<file path="src/rtl/mc_main_controller_pkg.sv">
// Shared constants for the multicycle MIPS control path:
// opcodes, ALU class codes, FSM states and mux selects.
package mc_main_controller_pkg;

  localparam logic [5:0] OP_RTYPE = 6'b000000;
  localparam logic [5:0] OP_LW    = 6'b100011;
  localparam logic [5:0] OP_SW    = 6'b101011;
  localparam logic [5:0] OP_ADDI  = 6'b001000;
  localparam logic [5:0] OP_BEQ   = 6'b000100;
  localparam logic [5:0] OP_J     = 6'b000010;

  localparam logic [1:0] ALU_CTRL_MTYPE = 2'b00;
  localparam logic [1:0] ALU_CTRL_BTYPE = 2'b01;
  localparam logic [1:0] ALU_CTRL_RTYPE = 2'b10;
  localparam logic [1:0] ALU_CTRL_JTYPE = 2'b11;

  localparam logic [1:0] SRC_B_REG    = 2'b00;
  localparam logic [1:0] SRC_B_FOUR   = 2'b01;
  localparam logic [1:0] SRC_B_IMM    = 2'b10;
  localparam logic [1:0] SRC_B_IMM_SH = 2'b11;

  localparam logic [1:0] PC_SRC_ALU    = 2'b00;
  localparam logic [1:0] PC_SRC_ALUOUT = 2'b01;
  localparam logic [1:0] PC_SRC_JUMP   = 2'b10;

  typedef enum logic [3:0] {
    S_FETCH     = 4'd0,
    S_DECODE    = 4'd1,
    S_MEM_ADDR  = 4'd2,
    S_MEM_READ  = 4'd3,
    S_MEM_WB    = 4'd4,
    S_MEM_WRITE = 4'd5,
    S_R_EXEC    = 4'd6,
    S_R_WB      = 4'd7,
    S_I_EXEC    = 4'd8,
    S_I_WB      = 4'd9,
    S_BRANCH    = 4'd10,
    S_JUMP      = 4'd11
  } state_t;

endpackage

</file>
<file path="src/rtl/mc_main_controller.sv">
// Multicycle MIPS main control FSM (Moore) with mem_ready
// stalls and a wrapping retired-fetch counter.
module mc_main_controller
  import mc_main_controller_pkg::*;
#(
  parameter int CNT_W = 16
) (
  input  logic             clk,
  input  logic             rst,
  input  logic [5:0]       opcode,
  input  logic             mem_ready,
  output logic             pc_write,
  output logic             pc_write_cond,
  output logic             i_or_d,
  output logic             mem_read,
  output logic             mem_write,
  output logic             ir_write,
  output logic             mem_to_reg,
  output logic             reg_dst,
  output logic             reg_write,
  output logic             alu_src_a,
  output logic [1:0]       alu_src_b,
  output logic [1:0]       pc_src,
  output logic [1:0]       alu_ctrl,
  output logic [CNT_W-1:0] fetch_count
);

  state_t state;
  state_t state_next;
  logic   ready;

  // Memory handshakes are ignored while reset is held.
  assign ready = mem_ready & ~rst;

  always_ff @(posedge clk or posedge rst) begin
    if (rst) begin
      state <= S_FETCH;
    end else begin
      state <= state_next;
    end
  end

  always_ff @(posedge clk or posedge rst) begin
    if (rst) begin
      fetch_count <= '0;
    end else if (state == S_FETCH && mem_ready) begin
      fetch_count <= fetch_count + 1'b1;
    end
  end

  always_comb begin
    state_next = S_FETCH;
    unique case (state)
      S_FETCH:
        state_next = mem_ready ? S_DECODE : S_FETCH;
      S_DECODE: begin
        unique case (opcode)
          OP_LW, OP_SW: state_next = S_MEM_ADDR;
          OP_RTYPE:     state_next = S_R_EXEC;
          OP_ADDI:      state_next = S_I_EXEC;
          OP_BEQ:       state_next = S_BRANCH;
          OP_J:         state_next = S_JUMP;
          default:      state_next = S_FETCH;
        endcase
      end
      S_MEM_ADDR:
        state_next = (opcode == OP_LW) ? S_MEM_READ
                                       : S_MEM_WRITE;
      S_MEM_READ:
        state_next = mem_ready ? S_MEM_WB : S_MEM_READ;
      S_MEM_WRITE:
        state_next = mem_ready ? S_FETCH : S_MEM_WRITE;
      S_R_EXEC: state_next = S_R_WB;
      S_I_EXEC: state_next = S_I_WB;
      default:  state_next = S_FETCH;
    endcase
  end

  always_comb begin
    pc_write      = 1'b0;
    pc_write_cond = 1'b0;
    i_or_d        = 1'b0;
    mem_read      = 1'b0;
    mem_write     = 1'b0;
    ir_write      = 1'b0;
    mem_to_reg    = 1'b0;
    reg_dst       = 1'b0;
    reg_write     = 1'b0;
    alu_src_a     = 1'b0;
    alu_src_b     = SRC_B_REG;
    pc_src        = PC_SRC_ALU;
    alu_ctrl      = ALU_CTRL_MTYPE;
    unique case (state)
      S_FETCH: begin
        mem_read  = 1'b1;
        alu_src_b = SRC_B_FOUR;
        ir_write  = ready;
        pc_write  = ready;
      end
      S_DECODE: alu_src_b = SRC_B_IMM_SH;
      S_MEM_ADDR, S_I_EXEC: begin
        alu_src_a = 1'b1;
        alu_src_b = SRC_B_IMM;
      end
      S_MEM_READ: begin
        mem_read = 1'b1;
        i_or_d   = 1'b1;
      end
      S_MEM_WB: begin
        reg_write  = 1'b1;
        mem_to_reg = 1'b1;
      end
      S_MEM_WRITE: begin
        mem_write = 1'b1;
        i_or_d    = 1'b1;
      end
      S_R_EXEC: begin
        alu_src_a = 1'b1;
        alu_ctrl  = ALU_CTRL_RTYPE;
      end
      S_R_WB: begin
        reg_write = 1'b1;
        reg_dst   = 1'b1;
      end
      S_I_WB: reg_write = 1'b1;
      S_BRANCH: begin
        alu_src_a     = 1'b1;
        alu_ctrl      = ALU_CTRL_BTYPE;
        pc_write_cond = 1'b1;
        pc_src        = PC_SRC_ALUOUT;
      end
      S_JUMP: begin
        pc_write = 1'b1;
        pc_src   = PC_SRC_JUMP;
        alu_ctrl = ALU_CTRL_JTYPE;
      end
      default: ;
    endcase
  end

endmodule

</file>
<file path="config.mk">
export PLATFORM = sky130hd
export DESIGN_NAME = mc_main_controller
export DESIGN_NICKNAME = d
export VERILOG_FILES = /design/src/rtl/mc_main_controller_pkg.sv /design/src/rtl/mc_main_controller.sv
export SDC_FILE = /design/constraint.sdc
export NUM_CORES = 1
export LEC_CHECK = 0
export ABC_CLOCK_PERIOD_IN_PS = 2000
export CAP_MARGIN = 20
export CORE_ASPECT_RATIO = 0.5
export CORE_MARGIN = 3
export CORE_UTILIZATION = 41
export DETAILED_ROUTE_END_ITERATION = 6
export PLACE_DENSITY = 0.74
export SETUP_SLACK_MARGIN = 0.3
export SLEW_MARGIN = 20
export SYNTH_ARGS = -nofsm -noshare
export SYNTH_HDL_FRONTEND = slang
export SYNTH_SLANG_ARGS = --single-unit
</file>
<file path="constraint.sdc">
create_clock -name clk -period 2 [get_ports clk]
set_input_delay 0.5 -clock clk [delete_from_list [all_inputs] [get_ports clk]]
set_output_delay 0.5 -clock clk [all_outputs]
set_load 0.02 [all_outputs]
</file>
==> results.json <==
{
  "status": "finished, violations left",
  "synth_xor_area_share_pct": 12.39,
  "synthAdderAreaFrac_pct": 0.9911,
  "power_mw": 2.101,
  "whs_path_depth": 1,
  "r2r-end": "fetch_count[7]",
  "hold_violations": 0,
  "portBuffers": 40,
  "synth_area_mm2": 0.001262,
  "clockBufferDepth": 2,
  "path_class": "flop to output pin",
  "required_ps": 1500,
  "place.gp.congestion": 0.7682,
  "cts_inserted_buffers": 3,
  "synth_area_leaders": "dfrtp_1 40%, xnor2_1 9.7%, nor2_1 3.6%",
  "grt_antenna_before_repair": 0,
  "drc_errors": 0,
  "wl_met2_um": 2713,
  "routed_via_density": 5.555,
  "synth_seq_cells": 20,
  "whs_endpoint": "fetch_count[15]",
  "highest_layer": "met4",
  "wl_per_cell_um": 19.79,
  "grt_pass1_wl_um": 5713,
  "synth_most_common_cell": "dfrtp_1",
  "cts_tree": "built",
  "clock_sinks": 20,
  "start_util_pct": 45.66,
  "r2r_cells": 8,
  "max_slew_margin_pct": 72.66,
  "fin_skew_ps": 6.978,
  "htree_levels": 1,
  "syn_nets": 148,
  "die_width_um": 84.48,
  "synth_top_family_by_area": "simple AND/OR/NAND/NOR gates",
  "drv_cap": 0,
  "power_density_mw_per_mm2": 840.5,
  "endpoint_kind": "output pin",
  "wl_met3_um": 254,
  "min_period_over_period_pct": 104.9,
  "grt_pass1_vias": 1277,
  "track_usage_pct": 19.17,
  "r2r_start": "state[1]",
  "maxSlewViolCount": 0,
  "fmax_mhz": 476.6,
  "antenna_left": 0,
  "cts.clk_slew.worst_paths_ps": 90,
  "drtIter0Drc": 74,
  "diodes": 0,
  "setup_viol": 4,
  "fin_ws_ps": -98.06,
  "ys.flop_type": "dfrtp_1",
  "worstPathMaxFanout": 6,
  "yosysWarnings": 0,
  "rsz0062_at_grt": "yes",
  "drive_gt1_share_pct": 57.53,
  "vias": 1422,
  "root_buffer": "clkbuf_8",
  "num-fill-cells": 106,
  "clock_latency_ps": 270,
  "ys_async_sr_fraction_pct": 100.0,
  "post-route-min-period_ps": 2098,
  "synth_common_cells": "20 x dfrtp_1, 14 x xnor2_1, 12 x nor2_1",
  "synthCells": 138,
  "cp.arrival_ps": 1600,
  "synth_compound_area_share_pct": 9.415,
  "violations": "negative setup slack",
  "die_area_mm2": 0.003822,
  "syn_avg_cell_area_um2": 9.148,
  "timing.setup.tns_ps": -219.4,
  "synth_largest_area_cell": "dfrtp_1",
  "synth_edf_count": 0,
  "design_area_mm2": 0.002500,
  "ioPinCount": 41,
  "area_growth_syn_to_layout_pct": 98.02,
  "rows": 13,
  "grt.overflow.total": 0,
  "yosysTopAreaCellShare_pct": 39.64,
  "worstSetupStartpointType": "flop",
  "grt_max_degree": 21,
  "wirelength_um": 5065,
  "nNetsFinal": 230,
  "yosys.area_share.simple_pct": 29.63,
  "synthMuxAreaShare_pct": 1.685,
  "min_from": "fetch_count[15]",
  "die_h_um": 45.24,
  "postPlaceCellArea_mm2": 0.001912,
  "wl_met1_um": 1954,
  "synth_cell_types": 43,
  "synth_seq_area_share_pct": 39.64,
  "reg2reg_slack_ps": 70,
  "core-area_mm2": 0.002765,
  "worst_slew_pin_slew_ps": 410.2,
  "leakagePower_nw": 1.170,
  "dpl.hpwl_um": 2290,
  "peakVddDrop_uv": 612.6,
  "hold_class": "flop to flop",
  "first_pass_iters": 4
}
## kinds of logic (layout without fill, tap and decap cells)
kind of cell	after synthesis	after routing
XOR/XNOR	17	17
AO/OA/AOI/OAI	18	18
adder cells (fa/ha/maj)	1	1
flip-flops	20	20
AND/OR/NAND/NOR	64	64
buffers and inverters	16	97
multiplexers	2	2
## registers in the layout (all words and copies together) (netlist names)
register	count
state	4
fetch_count	16
## how the worst max path moves through the flow
stage | end | cells past startpoint | slack, ps | start
3_3_place_gp | pc_write | 5 | -390 | mem_ready
5_1_grt | mem_read | 4 | -160 | state[1]
6_report | mem_read | 4 | -100 | state[1]
2_1_floorplan | pc_src[0] | 4 | 210 | state[0]
3_5_place_dp | pc_write | 5 | -400 | mem_ready
4_1_cts | mem_read | 4 | 60 | state[1]
## repair_timing
| item | CTS | global route |
|---|---|---|
| hold buffers | 0 | 0 |
| setup buffers | 12 | 13 |
| setup endpoints to repair | 38 | 31 |
| pin swaps | 7 | 22 |
| hold endpoints to repair | 0 | 0 |
| resized for setup | 113 | 72 |
| gates cloned | 0 | 1 |
## worst max-delay path: stages (launching register included)
cell and delay (ps):
dfrtp_2 460, buf_4 170, and2b_2 250, nor4b_4 250, buf_4 190
## cells in the final DEF, fill, tap and decap left out, types with 3 or more instances in the layout
cell             instances
nor2_1                   5
xnor2_2                  4
nand3_2                  3
buf_6                   30
and3_4                   4
nand2b_4                 4
nor2_4                   4
dfrtp_1                 16
and3_1                   3
clkbuf_8                 3
nor2_2                   3
nand3_4                  3
nand4_1                  3
buf_4                   32
dlygate4sd2_1           17
dfrtp_2                  4
clkdlybuf4s50_1          6
xnor2_1                  9
inv_1                    3
nor3_4                   3
o21ai_0                  5
nand2_2                  4
## routing by layer
layer	up-vias	track usage [%]
li1	647	-
met1	705	21.08
met2	54	39.50
met3	16	3.461
met4	0	4.732
met5	-	0
## report_power, final
group	switching, mW	internal (mW)
sequential	0.108	0.476
combinational	0.523	0.570
clock	0.157	0.268
total	0.787	1.31
## metrics by stage
stage / utilization (%) / hold WS (ps) / setup slack [ps] / instances
final: 90.41 / 481.5 / -98.06 / 256
after global routing: 90.41 / 500.2 / -162.8 / 256
after CTS: 74.89 / 457.9 / 58.59 / 242
after detailed placement: 69.14 / 478.8 / -399.6 / 226
after global placement: 69.14 / 458.5 / -388.7 / 226
after floorplan: - / 463.8 / 208.0 / 138
## layout make-up
cell class,count,area [um2],share of cell area (%)
clock buffers,3,41.29,1.652
flip-flops and latches,20,505.5,20.22
well taps,37,46.29,1.852
clock inverters,1,30.03,1.201
multi-input cells,102,1011,40.44
repair buffers,90,854.6,34.18
inverters,3,11.26,0.4505
Power figures use the tool's default switching activity.
